`src/rtl/sequence_player.sv`:
```
// Plays a stored colour sequence on four LEDs: fetch, latch, light for a
// speed-dependent time, blank for a fixed gap, then pulse done.
module sequence_player #(
    parameter int COLOR_CODEFY_W = 2,
    parameter int ADDR_WIDTH     = 5,
    parameter int ON_CYCLES_SLOW = 8,
    parameter int ON_CYCLES_FAST = 4,
    parameter int GAP_CYCLES     = 2
) (
    input  logic                      clk,
    input  logic                      rst_n,
    input  logic                      play_start,
    input  logic [ADDR_WIDTH:0]       seq_len,
    input  logic                      speed_button,
    input  logic                      abort,
    output logic                      mem_rd_en,
    output logic [ADDR_WIDTH-1:0]     mem_addr,
    input  logic [COLOR_CODEFY_W-1:0] mem_data,
    output logic                      led_green,
    output logic                      led_red,
    output logic                      led_blue,
    output logic                      led_yellow,
    output logic                      busy,
    output logic                      done
);

    localparam int MAX_LEN = 2 ** ADDR_WIDTH;
    localparam int CNT_MAX_A = (ON_CYCLES_SLOW > ON_CYCLES_FAST) ? ON_CYCLES_SLOW : ON_CYCLES_FAST;
    localparam int CNT_MAX = (CNT_MAX_A > GAP_CYCLES) ? CNT_MAX_A : GAP_CYCLES;
    localparam int CNT_W = $clog2(CNT_MAX + 1);

    localparam logic [CNT_W-1:0]    ON_SLOW_LD = CNT_W'(ON_CYCLES_SLOW - 1);
    localparam logic [CNT_W-1:0]    ON_FAST_LD = CNT_W'(ON_CYCLES_FAST - 1);
    localparam logic [CNT_W-1:0]    GAP_LD     = CNT_W'(GAP_CYCLES - 1);
    localparam logic [ADDR_WIDTH:0] LEN_CAP    = (ADDR_WIDTH + 1)'(MAX_LEN);

    typedef enum logic [2:0] {
        S_IDLE,
        S_FETCH,
        S_LATCH,
        S_ON,
        S_GAP,
        S_FINISH
    } state_t;

    state_t                    r_state;
    logic [ADDR_WIDTH:0]       r_len;
    logic [ADDR_WIDTH:0]       r_idx;
    logic                      r_fast;
    logic [COLOR_CODEFY_W-1:0] r_colour;
    logic [CNT_W-1:0]          r_cnt;
    logic [3:0]                r_led;
    logic                      r_busy;
    logic                      r_done;
    logic                      r_rd_en;
    logic [ADDR_WIDTH-1:0]     r_addr;

    logic [ADDR_WIDTH:0]       w_idx_next;
    logic                      w_last;

    assign w_idx_next = r_idx + 1'b1;
    assign w_last     = (w_idx_next == r_len);

    // One-hot LED vector ordered {yellow, blue, red, green}.
    function automatic logic [3:0] f_decode(input logic [COLOR_CODEFY_W-1:0] c);
        f_decode = '0;
        if (c == COLOR_CODEFY_W'(0))      f_decode[0] = 1'b1;
        else if (c == COLOR_CODEFY_W'(1)) f_decode[1] = 1'b1;
        else if (c == COLOR_CODEFY_W'(2)) f_decode[2] = 1'b1;
        else if (c == COLOR_CODEFY_W'(3)) f_decode[3] = 1'b1;
    endfunction

    always_ff @(posedge clk) begin
        if (!rst_n) begin
            r_state  <= S_IDLE;
            r_len    <= '0;
            r_idx    <= '0;
            r_fast   <= 1'b0;
            r_colour <= '0;
            r_cnt    <= '0;
            r_led    <= '0;
            r_busy   <= 1'b0;
            r_done   <= 1'b0;
            r_rd_en  <= 1'b0;
            r_addr   <= '0;
        end else if (abort) begin
            r_state <= S_IDLE;
            r_led   <= '0;
            r_busy  <= 1'b0;
            r_done  <= 1'b0;
            r_rd_en <= 1'b0;
        end else begin
            case (r_state)
                S_IDLE: begin
                    if (play_start) begin
                        r_len  <= (seq_len > LEN_CAP) ? LEN_CAP : seq_len;
                        r_fast <= speed_button;
                        r_idx  <= '0;
                        // Zero length skips straight to the done pulse; busy never rises.
                        if (seq_len == '0) begin
                            r_state <= S_FINISH;
                            r_done  <= 1'b1;
                        end else begin
                            r_state <= S_FETCH;
                            r_busy  <= 1'b1;
                            r_rd_en <= 1'b1;
                            r_addr  <= '0;
                        end
                    end
                end
                S_FETCH: begin
                    r_rd_en <= 1'b0;
                    r_state <= S_LATCH;
                end
                S_LATCH: begin
                    r_colour <= mem_data;
                    r_led    <= f_decode(mem_data);
                    r_cnt    <= r_fast ? ON_FAST_LD : ON_SLOW_LD;
                    r_state  <= S_ON;
                end
                S_ON: begin
                    if (r_cnt == '0) begin
                        r_led   <= '0;
                        r_cnt   <= GAP_LD;
                        r_state <= S_GAP;
                    end else begin
                        r_led <= f_decode(r_colour);
                        r_cnt <= r_cnt - 1'b1;
                    end
                end
                S_GAP: begin
                    if (r_cnt != '0) begin
                        r_cnt <= r_cnt - 1'b1;
                    end else if (w_last) begin
                        r_state <= S_FINISH;
                        r_busy  <= 1'b0;
                        r_done  <= 1'b1;
                    end else begin
                        r_idx   <= w_idx_next;
                        r_addr  <= w_idx_next[ADDR_WIDTH-1:0];
                        r_rd_en <= 1'b1;
                        r_state <= S_FETCH;
                    end
                end
                S_FINISH: begin
                    r_done  <= 1'b0;
                    r_state <= S_IDLE;
                end
                default: r_state <= S_IDLE;
            endcase
        end
    end

    assign mem_rd_en  = r_rd_en;
    assign mem_addr   = r_addr;
    assign led_green  = r_led[0];
    assign led_red    = r_led[1];
    assign led_blue   = r_led[2];
    assign led_yellow = r_led[3];
    assign busy       = r_busy;
    assign done       = r_done;

endmodule
```
`config.mk`:
```
export PLATFORM = sky130hd
export DESIGN_NAME = sequence_player
export DESIGN_NICKNAME = d
export VERILOG_FILES = /design/src/rtl/sequence_player.sv
export SDC_FILE = /design/constraint.sdc
export NUM_CORES = 1
export LEC_CHECK = 0
export BUFFER_PORTS_ARGS = -buffer_cell sky130_fd_sc_hd__buf_2
export CORE_MARGIN = 1
export CORE_UTILIZATION = 30
export DETAILED_ROUTE_END_ITERATION = 8
export PLACE_DENSITY = 0.5
export SYNTH_ARGS = -nofsm -noshare
export SYNTH_HDL_FRONTEND = slang
export SYNTH_SLANG_ARGS = --single-unit
```
`constraint.sdc`:
```
create_clock -name clk -period 3.23 [get_ports clk]
set_input_delay 0 -clock clk [delete_from_list [all_inputs] [get_ports clk]]
set_output_delay 0 -clock clk [all_outputs]
set_load 0.1 [all_outputs]
```
* Yosys cells after proc, flatten, opt, wreduce, memory -nomap -nowiden
Cells that the tools add are included.
Cells by class: reduce and logical (&&, ||, !) cells 21, equal/unequal tests 20, add/subtract/negate cells 2, bitwise gates (word level) 2, order comparisons 1, muxes and demuxes 49
Operators by type and width (count):
- 3-bit 2-to-1 mux | 8
- 6-bit 2-to-1 mux | 4
- 1-bit 2-to-1 mux | 20
- 5-bit 2-to-1 mux | 4
- 5-bit AND reduction | 4
- 2-bit inequality test (second input constant) | 8
- 3-bit one-hot mux with 5 select lines | 1
- 4-bit 2-to-1 mux | 3
- 4-bit one-hot mux with 3 select lines | 1
- 6-bit one-hot mux with 2 select lines | 1
- 5-bit one-hot mux with 2 select lines | 1
- 3-bit AND reduction | 3
- 3-bit nonzero test | 3
- 2-bit == test (second input constant) | 4
- 4-bit one-hot mux with 2 select lines | 1
- 6-bit by 1-bit adder with 6-bit output (second input constant) | 1
- 3-bit by 2-bit == test with 1-bit output (second input constant) | 2
- 3-bit == test (second input constant) | 2
- 6-bit == test | 1
- 6-bit greater-than comparator (second input constant) | 1
- 6-bit logical NOT | 1
- 1-bit one-hot mux with 3 select lines | 2
- 6-bit AND reduction | 1
- 2-bit by 1-bit == test with 1-bit output (second input constant) | 2
- 12 further kinds | 16
Storage, ports and cells: register bits 34, bits of input ports 13, output and inout port bits 12, logic and storage cells 106

* Depth between registers and ports, before layout
depth in word-level cells 7, gate-level depth with buffers 8, mapped depth without buffers 7

* Worst setup path before layout
No wires, ideal clock.
path type register -> register, start register r_idx[0], end register r_idx[2], setup time 74 ps, path slack 1283 ps, period minus slack after synthesis 1947 ps, stages on the path, launching flop included 7, required time 3156 ps, arrival 1873 ps, path buffers 0, cells stage by stage dfxtp_1 > ha_1 > and3_2 > xnor3_1 > o2111a_2 > or4b_1 > a31oi_1
On the way: word-level cells in the longest chain between the ends 4, elaborated cells on any way between the ends 7, those cells by class add/sub: 1; eq/ne: 2; mux: 3; reduce/logical: 1
RTL lines:
- from (decl) | RTL line 48 | logic [ADDR_WIDTH:0] r_idx;
- from (signal assigned) | RTL line 139 | r_idx <= w_idx_next;
- 6-bit by 1-bit adder with 6-bit output * | RTL line 61 | assign w_idx_next = r_idx + 1'b1;
- 6-bit == test / 6-bit 2-to-1 mux (equally long branches) | RTL line 62, 134
- 2-bit inequality test (no line) / 6-bit 2-to-1 mux (equally long branches)
- 5-bit AND reduction (no line) / 6-bit one-hot mux with 2 select lines (equally long branches)
Every way passes the cells marked *; elsewhere a longest branch is shown, timed or not. The select of a mux whose other input is x is not followed. A chain may end at the register's enable or synchronous reset.

* Worst setup path after layout
Same ends and word-level chain as after synthesis.

==> flow_metrics.py <==
metrics = {
    "placed_design": {
        "dp_hpwl_um": 3340,
        "dp_slack_ns": 1.05,
        "portBuffers": 24,
        "placed_cells": 331,
        "placed_area_um2": 2110,
        "place.gp.congestion": 0.778,
    },
    "clock_tree": {
        "cts_tree": "done",
        "clk_pin_slew_worst_paths_ns": 0.06,
        "post_cts_buffers": 0,
        "cts-resized-gates": 0,
        "cts_inserted_buffers": 5,
        "clock_latency_ns": 0.29,
        "ctsRootBufferMaster": "clkbuf_8",
        "clock-sinks": 34,
        "cts.hold.buffers_added": 7,
        "cts_htree_levels": 2,
        "clockBufferDepth": 2,
    },
    "timing": {
        "finalSetupViolCount": 0,
        "holdWs_ns": 0.00745,
        "fin_crit_sh": 0.678,
        "fin_ws_ns": 1.04,
        "fin_worst_skew_ns": 0.00298,
        "maxSlewHeadroom": 0.522,
        "fmax_ghz": 0.456,
        "rsz0062_at_grt": "false",
        "hold_viol": 0,
        "finalCriticalPeriod_ns": 2.19,
        "worst_pin_slew_ns": 0.710,
        "fin_setup_tns_ns": 0,
        "slew_viol_final": 0,
    },
    "power_and_ir_drop": {
        "combPwrFrac": 0.115,
        "irDropWorstVdd_v": 0.000179,
        "seq_power_share": 0.513,
        "p_int_uw": 625,
        "power_density_nw_per_um2": 374,
        "p_sw_uw": 220,
        "clkPwrFrac": 0.372,
        "p_leak_uw": 0.000883,
        "p_sw_frac": 0.261,
    },
    "worst_setup_path": {
        "rr_endpoint": "r_idx[2]$_SDFFE_PN0P_",
        "slowest_stage": "or4b_1",
        "path_cells": "ha_1, and3_2, xnor3_1, o2111a_2, or4b_1, a31oi_1",
        "r2r_setup_slack_ns": 1.04,
        "cpLargestDelayFamily": "simple AND/OR/NAND/NOR gates",
        "crit_type": "reg -> reg",
        "r2r_start": "r_idx[0]$_SDFFE_PN0P_",
        "critPathArrivalTime_ns": 2.40,
        "crit_required_ns": 3.44,
        "cp.buffers_inverters": 0,
        "cpPeakStageDelay_ns": 0.52,
        "worstSetupEndpointType": "flip-flop",
        "r2r_cells": 6,
        "critPathLaunchType": "flip-flop",
        "crit_fanout": 15,
    },
    "grt": {
        "grt_use_total": 0.150,
        "grt_start_max_net_pins": 19,
        "antenna_found_initial": 0,
        "grt-ovfl-total": 0,
        "grt_first_pass_wirelength_um": 7560,
        "grt_pass1_vias": 1629,
    },
    "detailed_routing": {
        "ant_nets": 0,
        "wl_um": 4760,
        "vias": 1796,
        "viasPerCell": 5.22,
        "avgRoutedWirePerCell_um": 13.8,
        "drt_first_pass_iters": 4,
        "drt_first_iter_violations": 71,
        "remaining_drc_errors": 0,
    },
    "finish": {
        "final_common_cell": "dfxtp_1",
        "antennaDiodeCount": 0,
        "fin_nets": 284,
        "layout_common_cells": "dfxtp_1 (34), nand2_1 (31), a21oi_1 (24), buf_2 (24), nor2_1 (23)",
        "drive_above_1_share": 0.154,
        "instances_no_fill": 344,
        "final_area_um2": 2260,
        "area_growth_pct": 15.7,
    },
    "synth": {
        "ys_types": 57,
        "synth-edff-count": 0,
        "synth_area_um2": 1960,
        "synth_flop_cell": "dfxtp_1",
        "yosys_warnings": 0,
        "syn_inst": 244,
        "synth_fp_nets": 260,
        "yosys_register_bits": 34,
        "seq_area_frac_synth": 0.348,
        "synthArstFlopShare": 0,
        "synth_area_per_cell_um2": 8.02,
    },
    "floorplanning": {
        "start_util": 0.310,
        "rows": 29,
        "dieHeight_um": 82.8,
        "die_w_um": 82.8,
        "die-area_um2": 6850,
        "ioPinCount": 25,
        "core_area_um2": 6310,
    },
    "hold_path": {
        "worstHoldStart": "seq_len[2]",
        "hold_class": "in -> reg",
        "hold_end": "r_len[2]$_SDFFE_PN0P_",
        "hold_depth": 3,
    },
    "job": {
        "maxCapViolations": 0,
    },
    "status": {
        "status": "complete, no violations",
    },
}
[flip-flops by register name, indices dropped and copies added (netlist names), 2 cells and up]
signal	flops
r_idx	6
r_len	6
mem_addr	5
r_cnt	4
r_led	4
r_state	3
r_colour	2
[metal layers]
metal,vias to the layer above,track usage,wire length (um)
met5,-,0,0
met4,0,0.0828,106
met3,9,0.0319,167
met2,40,0.249,2190
met1,827,0.179,2300
li1,920,-,-
[how the worst max path moves through the flow]
stage | from | cells past startpoint | end | slack, ns
2_1_floorplan | r_idx[0]$_SDFFE_PN0P_ | 6 | r_idx[2]$_SDFFE_PN0P_ | 1.28
3_3_place_gp | r_idx[0]$_SDFFE_PN0P_ | 6 | r_idx[2]$_SDFFE_PN0P_ | 1.08
3_5_place_dp | r_idx[0]$_SDFFE_PN0P_ | 6 | r_idx[2]$_SDFFE_PN0P_ | 1.05
4_1_cts | r_idx[0]$_SDFFE_PN0P_ | 6 | r_idx[2]$_SDFFE_PN0P_ | 1.04
5_1_grt | r_idx[0]$_SDFFE_PN0P_ | 6 | done$_SDFFE_PP0P_ | 0.88
6_report | r_idx[0]$_SDFFE_PN0P_ | 6 | r_idx[2]$_SDFFE_PN0P_ | 1.04
[final cells by class]
type                       instances  area [um^2]
inverter                           9         33.8
fill                             685         4050
clock buffer                       6         82.6
timing repair buffer              33          205
multi-input combinational        185         1160
tap                               77         96.3
sequential                        34          681
[metrics by stage]
step                 util  power (uW)
finish              0.359         846
global route        0.359         883
CTS                 0.359         863
detailed placement  0.334         535
global placement    0.334         536
floorplan               -         509
[worst register-to-register path: stages, from the launching register on]
cell and delay [ns]:
dfxtp_1 0.45, ha_1 0.28, and3_2 0.25, xnor3_1 0.22, o2111a_2 0.24, or4b_1 0.52
a31oi_1 0.17
[cells in the mapped netlist, types with 2 or more instances]
master,number,share of area
ha_1,3,0.019
o2111ai_1,2,0.0090
xor2_1,4,0.018
buf_6,2,0.012
xnor2_1,2,0.0090
xor3_1,2,0.024
o211ai_1,4,0.015
clkbuf_1,11,0.021
or3_1,2,0.0064
o21ai_0,10,0.026
or3b_1,2,0.0090
inv_1,9,0.017
nand3_1,11,0.028
buf_2,2,0.0051
nor2_1,23,0.044
and3_1,2,0.0064
a31oi_1,2,0.0064
dfxtp_1,34,0.35
or4_1,3,0.012
a211oi_1,4,0.015
nor4_1,2,0.0064
a21oi_1,24,0.061
nor3_1,4,0.010
nand2_1,31,0.059
mux2i_1,7,0.036
nand3b_1,6,0.023
nor2b_1,4,0.013
o21ai_1,2,0.0051
nand4b_1,2,0.0090
[logic make-up (layout without fill, tap and decap cells)]
family / count (synthesis) / in the layout / synth area share
and+or+nand+nor: 103 / 103 / 0.274
DFF: 34 / 34 / 0.348
muxes: 7 / 7 / 0.0358
AOI/OAI and AO/OA: 63 / 63 / 0.204
adders and majority gates: 3 / 3 / 0.0192
buffers and inverters: 25 / 48 / 0.0569
xor gates and xnor gates: 9 / 9 / 0.0627
[power by group through the flow]
stage	Combinational (uW)	Clock, uW	Sequential, uW
2_1_floorplan	54.7	0	454
4_1_cts	97.3	332	434
3_5_place_dp	90.5	0	444
5_1_grt	106	341	435
3_3_place_gp	91.6	0	444
6_report	96.9	315	434
(Power assumes the default switching activity.)
